--- src/rtl/dbg_uart_pkg.sv ---
// Shared types and helpers for the debug UART: byte type, FSM state enum, bit-period math.
package dbg_uart_pkg;

    typedef logic [7:0] u8_t;

    typedef enum logic [1:0] {
        IDLE,
        START,
        DATA,
        STOP
    } uart_st_t;

    // Clocks per bit, rounded to nearest.
    function automatic int calc_div(input int clk_hz, input int baud);
        return (clk_hz + baud / 2) / baud;
    endfunction

endpackage

--- src/rtl/dbg_uart_tx.sv ---
// 8N1 transmitter: latches a byte on tx_start and serialises it LSB first on rxd.
module dbg_uart_tx
    import dbg_uart_pkg::*;
#(
    parameter int DIV = 868
) (
    input  logic clk,
    input  logic xreset,
    input  u8_t  tx_data,
    input  logic tx_start,
    output logic tx_busy,
    output logic rxd
);

    localparam int CW = (DIV > 1) ? $clog2(DIV) : 1;

    uart_st_t        st;
    logic [CW-1:0]   cnt;
    logic [2:0]      bit_idx;
    u8_t             shreg;
    logic            bit_end;

    assign bit_end = (cnt == CW'(DIV - 1));

    always_ff @(posedge clk or negedge xreset) begin
        if (!xreset) begin
            st      <= IDLE;
            cnt     <= '0;
            bit_idx <= '0;
            shreg   <= '0;
            tx_busy <= 1'b0;
            rxd     <= 1'b1;
        end else begin
            case (st)
                IDLE: begin
                    cnt <= '0;
                    if (tx_start) begin
                        shreg   <= tx_data;
                        st      <= START;
                        tx_busy <= 1'b1;
                        rxd     <= 1'b0;
                    end
                end
                START: begin
                    if (bit_end) begin
                        cnt     <= '0;
                        bit_idx <= '0;
                        rxd     <= shreg[0];
                        shreg   <= shreg >> 1;
                        st      <= DATA;
                    end else begin
                        cnt <= cnt + 1'b1;
                    end
                end
                DATA: begin
                    if (bit_end) begin
                        cnt <= '0;
                        if (bit_idx == 3'd7) begin
                            rxd <= 1'b1;
                            st  <= STOP;
                        end else begin
                            bit_idx <= bit_idx + 1'b1;
                            rxd     <= shreg[0];
                            shreg   <= shreg >> 1;
                        end
                    end else begin
                        cnt <= cnt + 1'b1;
                    end
                end
                STOP: begin
                    // busy drops on the same edge the stop bit ends, so a start in
                    // this cycle is still seen in STOP and ignored
                    if (bit_end) begin
                        cnt     <= '0;
                        tx_busy <= 1'b0;
                        st      <= IDLE;
                    end else begin
                        cnt <= cnt + 1'b1;
                    end
                end
                default: st <= IDLE;
            endcase
        end
    end

endmodule

--- src/rtl/dbg_uart.sv ---
// Debug UART top: inline 8N1 receiver on txd plus dbg_uart_tx driving rxd.
// Optional console echo of received bytes when DBGUART_PRINT_EN is defined.
module dbg_uart
    import dbg_uart_pkg::*;
#(
    parameter int CLK_HZ = 100_000_000,
    parameter int BAUD   = 115200
) (
    input  logic clk,
    input  logic xreset,
    input  logic txd,
    output logic rxd,
    output u8_t  rx_data,
    output logic rx_valid,
    output logic rx_ferr,
    input  u8_t  tx_data,
    input  logic tx_start,
    output logic tx_busy
);

    localparam int DIV  = calc_div(CLK_HZ, BAUD);
    localparam int HALF = DIV / 2;
    localparam int CW   = (DIV > 1) ? $clog2(DIV) : 1;

    // sync[1:0] is the synchronizer, sync[2] the previous synchronized value.
    // Resetting to 0 means a fresh high->low transition is needed after reset.
    logic [2:0]      sync;
    uart_st_t        st;
    logic [CW-1:0]   cnt;
    logic [2:0]      bit_idx;
    u8_t             shreg;

    always_ff @(posedge clk or negedge xreset) begin
        if (!xreset) begin
            sync     <= '0;
            st       <= IDLE;
            cnt      <= '0;
            bit_idx  <= '0;
            shreg    <= '0;
            rx_data  <= '0;
            rx_valid <= 1'b0;
            rx_ferr  <= 1'b0;
        end else begin
            sync     <= {sync[1:0], txd};
            rx_valid <= 1'b0;
            rx_ferr  <= 1'b0;
            case (st)
                IDLE: begin
                    cnt <= '0;
                    if (sync[2] && !sync[1])
                        st <= START;
                end
                START: begin
                    if (cnt == CW'(HALF - 1)) begin
                        cnt     <= '0;
                        bit_idx <= '0;
                        st      <= sync[1] ? IDLE : DATA;
                    end else begin
                        cnt <= cnt + 1'b1;
                    end
                end
                DATA: begin
                    if (cnt == CW'(DIV - 1)) begin
                        cnt   <= '0;
                        shreg <= {sync[1], shreg[7:1]};
                        if (bit_idx == 3'd7)
                            st <= STOP;
                        else
                            bit_idx <= bit_idx + 1'b1;
                    end else begin
                        cnt <= cnt + 1'b1;
                    end
                end
                STOP: begin
                    // after a low stop bit, IDLE only re-arms once the line has been high
                    if (cnt == CW'(DIV - 1)) begin
                        cnt <= '0;
                        st  <= IDLE;
                        if (sync[1]) begin
                            rx_data  <= shreg;
                            rx_valid <= 1'b1;
                        end else begin
                            rx_ferr <= 1'b1;
                        end
                    end else begin
                        cnt <= cnt + 1'b1;
                    end
                end
                default: st <= IDLE;
            endcase
        end
    end

    dbg_uart_tx #(.DIV(DIV)) u_tx (
        .clk      (clk),
        .xreset   (xreset),
        .tx_data  (tx_data),
        .tx_start (tx_start),
        .tx_busy  (tx_busy),
        .rxd      (rxd)
    );

`ifdef DBGUART_PRINT_EN
    always @(posedge clk) begin
        if (xreset && rx_valid)
            $write("%c", rx_data);
        if (xreset && rx_ferr)
            $display("dbg_uart: framing error");
    end
`else
    // silent build: no console side effects
`endif

endmodule

--- config.mk ---
export PLATFORM = sky130hd
export DESIGN_NAME = dbg_uart
export DESIGN_NICKNAME = d
export VERILOG_FILES = /design/src/rtl/dbg_uart_pkg.sv /design/src/rtl/dbg_uart_tx.sv /design/src/rtl/dbg_uart.sv
export SDC_FILE = /design/constraint.sdc
export NUM_CORES = 1
export LEC_CHECK = 0
export ABC_AREA = 1
export ABC_CLOCK_PERIOD_IN_PS = 2110
export BUFFER_PORTS_ARGS = -buffer_cell sky130_fd_sc_hd__buf_4
export CORE_AREA = 2 2 94 96
export DETAILED_ROUTE_END_ITERATION = 16
export DIE_AREA = 0 0 96 98
export SLEW_MARGIN = 10
export SYNTH_ARGS = -nofsm -noshare
export SYNTH_HDL_FRONTEND = slang
export SYNTH_SLANG_ARGS = --single-unit
--- constraint.sdc ---
create_clock -name clk -period 2.11 [get_ports clk]
set_input_delay 0.422 -clock clk [delete_from_list [all_inputs] [get_ports clk]]
set_output_delay 0.422 -clock clk [all_outputs]
set_load 0.1 [all_outputs]
==> results.md <==
Outcome:
- The flow ran to the end, and the final reports show no timing, DRC or antenna violations.

STA:
- The setup TNS is 0 ns.
- Between clock sinks in the finished design, the worst skew comes to 0.00941 ns.
- Measured against its own limit, the worst slew margin works out to 50.2%.
- The share of the clock period used by the worst path is 87.7%.
- The upper clock frequency limit is 540 MHz.
- The max-slew violation count came to 0.
- Setup repair after global routing left no endpoint under its margin.
- The final hold violation count was 0.
- The number of endpoints failing setup at the final stage is 0.
- After layout, the minimum clock period comes to 1.85 ns.
- For the pin with the worst max-slew slack, the measured transition is 0.747 ns.
- The tightest hold path in the finished design has a slack of 0.150 ns.

Setup path:
- The peak fanout along the critical path is 11.
- In this run the worst setup path begins at u_tx.st[0].
- The worst register-to-register path begins at u_tx.st[0].
- STA classifies the critical path endpoint as a register.
- The worst register-to-register path ends at u_tx.shreg[5].
- The required time of the critical path is 2.38 ns.
- The cell count of the worst reg-to-reg path is 8.
- Data arrives at the worst endpoint at approximately 2.1 ns.
- The type of the setup path with the least slack is register to register.
- STA classifies the critical path startpoint as a register.
- The setup slack of the most critical reg-to-reg path is 0.26 ns.

Synthesis:
- The sequential share of the synthesized area is 51.6%.
- The mapped netlist covers 2960 um^2.
- Counting every net in the synthesized netlist gives 367.
- The cell taking the most area after synthesis is sky130_fd_sc_hd__dfrtp_1.
- The count of unique library cells instantiated by Yosys is 27.
- The synthesis-stage register bit count is 61.
- Averaged over all synthesized cells, the footprint is 8.63 um^2.
- The share of synthesized registers carrying an async set or reset is 100%.
- Ranked by total cell area, the synthesized netlist is headed by sky130_fd_sc_hd__dfrtp_1, sky130_fd_sc_hd__nand2_1, sky130_fd_sc_hd__o21ai_0, sky130_fd_sc_hd__ha_1, sky130_fd_sc_hd__inv_1.
- The top flip-flop cell by instance count after synthesis is sky130_fd_sc_hd__dfrtp_1.
- Yosys mapped a number of flops with a built-in enable equal to 0.
- Synthesis produced a netlist whose cell count is between 300 and 400.
- The proportion of netlist area held by the largest area contributor is 50.7%.
- The count of yosys warnings during synthesis is 0.

Floorplanning:
- The floorplan has 34 rows.
- The floorplan step defined a die boundary enclosing 9410 um^2.
- For this design the top-level I/O count stands at 24.
- In this run the standard cell core region covers between 8000 and 9000 um^2.
- The floorplan step set the die height to 98 um.
- The initial utilization of the core area, before any placement, comes to approximately a third.
- In this run the horizontal extent of the chip is 96 um.

Routing:
- The detailed router placed 2229 vias in this run.
- The initial DRC count is 65.
- The total wire length is 5.12 mm.
- The post-detailed-route count of antenna-violating nets is 0.
- For this run, design rule violations remaining after detail routing come to 0.
- Dividing the detail-routed wire length by the instance count gives around 10 um.
- After detailed routing, the number of vias per cell comes to approximately 4.6.
- The total iterations of the first detailed-routing run is 4.

Worst hold path:
- The min-delay analysis places its worst path in the category input pin to async pin.

Layout:
- The layout cell share with drive strength beyond 1 is 16.0%.
- Leaving out fill and tap cells, the most frequent cells in the layout are sky130_fd_sc_hd__nand2_1, sky130_fd_sc_hd__dfrtp_1, sky130_fd_sc_hd__inv_1.
- The finished layout holds 489 standard cells, fillers aside.
- Compared with the post-synthesis result, the final layout area differs by 16.3%.
- The number of diodes added for antenna fixing is 0.
- The number of filler instances in the final layout is 846.
- The net count of the finished layout is 400.
- Leaving out fill and tap cells, the most frequent cell in the layout is sky130_fd_sc_hd__nand2_1.

Clock network:
- The hold buffer count at cts is 0.
- In this run the post-CTS setup repair buffer count came out at 0.
- For this design, the sink count on the clock tree is 61.
- The count of H-tree levels built during CTS is 3.
- The worst-case clock buffer depth is 2.
- The clock tree from TritonCTS is yes.
- Gates resized during post-CTS repair numbered 0.
- The clock transition at the registers of the reported paths is 0.07 ns.
- TritonCTS created 9 clock buffers.
- In this run the clock root is driven by a sky130_fd_sc_hd__clkbuf_8.
- The clock reaches the later pin of the worst-skew pair after 0.34 ns.

Power:
- Summed over all cells, the static leakage comes to 1.74 nW.
- The total power per unit cell area is about 1100 nW/um^2.
- Across the VDD grid, the largest voltage drop is 0.000725 V.

Place:
- The HPWL after detailed placement is 3.63 mm.
- Routability-driven placement finished with a final weighted congestion of 0.858.
- The total of buffers placed on input and output ports is 23.
- The post-placement cell count is ~470.

Global routing:
- The pin count of the biggest net entering global routing is 62.
- The first-pass GRT wire length is 9.25 mm.
- The number of global-route vias before repair was 2103.
- The overall fraction of global-route tracks in use is 12.5%.
- The number of antenna violations at the first check in global routing was 0.
- Global routing finished with a remaining overflow of 0.

Job:
- Across the run, the number of max-cap violations was 0.
[synth_stat cells (3+ instances only)]
library cell and instances:
sky130_fd_sc_hd__a21oi_1 14, sky130_fd_sc_hd__dfrtp_1 60, sky130_fd_sc_hd__ha_1 12, sky130_fd_sc_hd__inv_1 39, sky130_fd_sc_hd__mux2_2 7, sky130_fd_sc_hd__nand2_1 97
sky130_fd_sc_hd__nand2_2 3, sky130_fd_sc_hd__nand3_1 16, sky130_fd_sc_hd__nor2_1 30, sky130_fd_sc_hd__nor3_1 3, sky130_fd_sc_hd__nor3b_1 5, sky130_fd_sc_hd__o21ai_0 32
sky130_fd_sc_hd__or2_2 3, sky130_fd_sc_hd__xor2_1 6
[power by group]
| part | internal [mW] | switching (mW) | leakage (nW) | total [mW] |
|---|---|---|---|---|
| clock network | 0.457 | 0.455 | 0.0815 | 0.912 |
| registers | 1.37 | 0.143 | 0.814 | 1.52 |
| logic | 0.498 | 0.910 | 0.840 | 1.41 |
[critical path: stages, from the launching register on]
cell and delay [ns]:
sky130_fd_sc_hd__dfrtp_1 0.39, sky130_fd_sc_hd__inv_1 0.10, sky130_fd_sc_hd__ha_1 0.24, sky130_fd_sc_hd__or2_2 0.35
sky130_fd_sc_hd__nand2_1 0.08, sky130_fd_sc_hd__nand2_1 0.23, sky130_fd_sc_hd__nor2_4 0.26, sky130_fd_sc_hd__nand2_1 0.08
sky130_fd_sc_hd__nand2_1 0.07
[worst max path at each step]
stage / end / slack, ns / cells after the start
after floorplan: u_tx.shreg[0] / 0.50 / 8
after global placement: u_tx.shreg[0] / 0.29 / 8
after detailed placement: u_tx.shreg[6] / 0.26 / 8
after CTS: u_tx.shreg[5] / 0.24 / 8
after global routing: u_tx.shreg[5] / 0.07 / 8
final: u_tx.shreg[5] / 0.26 / 8
[cell families (layout without fill, tap and decap cells)]
logic type / after synthesis / in the layout / synth area share [%]
and+or+nand+nor: 164 / 164 / 24.1
DFF: 61 / 61 / 51.6
AOI/OAI and AO/OA: 48 / 48 / 8.33
buffers and inverters: 43 / 81 / 5.79
adders and majority gates: 12 / 12 / 5.07
xor gates and xnor gates: 8 / 8 / 2.37
muxes: 7 / 7 / 2.66
[metal layers]
layer / vias up / part of all wire [%] / track usage (%)
li1: 1160 / - / -
met3: 2 / 4.3 / 5.32
met4: 0 / 0.53 / 3.30
met2: 36 / 46 / 19.3
met1: 1031 / 49 / 16.2
met5: - / 0 / 0
[layout make-up]
class | instances | area, um^2 | area share [%]
clock buffer | 11 | 141 | 4.11
clock inverter | 5 | 36.3 | 1.05
inverter | 39 | 146 | 4.25
multi-input combinational | 239 | 1260 | 36.6
sequential | 61 | 1530 | 44.4
tap | 108 | 135 | 3.93
timing repair buffer | 26 | 195 | 5.67
[sequential cells by signal, summed over array words and instances (netlist names), 2 cells and up, named ones only]
name / flops
shreg: 8
u_tx.st: 2
u_tx.cnt: 10
sync: 3
bit_idx: 3
cnt: 10
rx_data: 8
u_tx.bit_idx: 3
u_tx.shreg: 8
[metrics by stage]
stage	setup WS, ns	util, %	cell area [um^2]	total power [mW]
after floorplan	0.504	-	2960	2.63
after global placement	0.288	38.6	3260	2.93
after detailed placement	0.261	38.6	3260	2.96
after CTS	0.242	40.7	3440	3.90
after global routing	0.0738	40.7	3440	4.17
final	0.259	40.7	3440	3.84
Power figures use the tool's default switching activity.
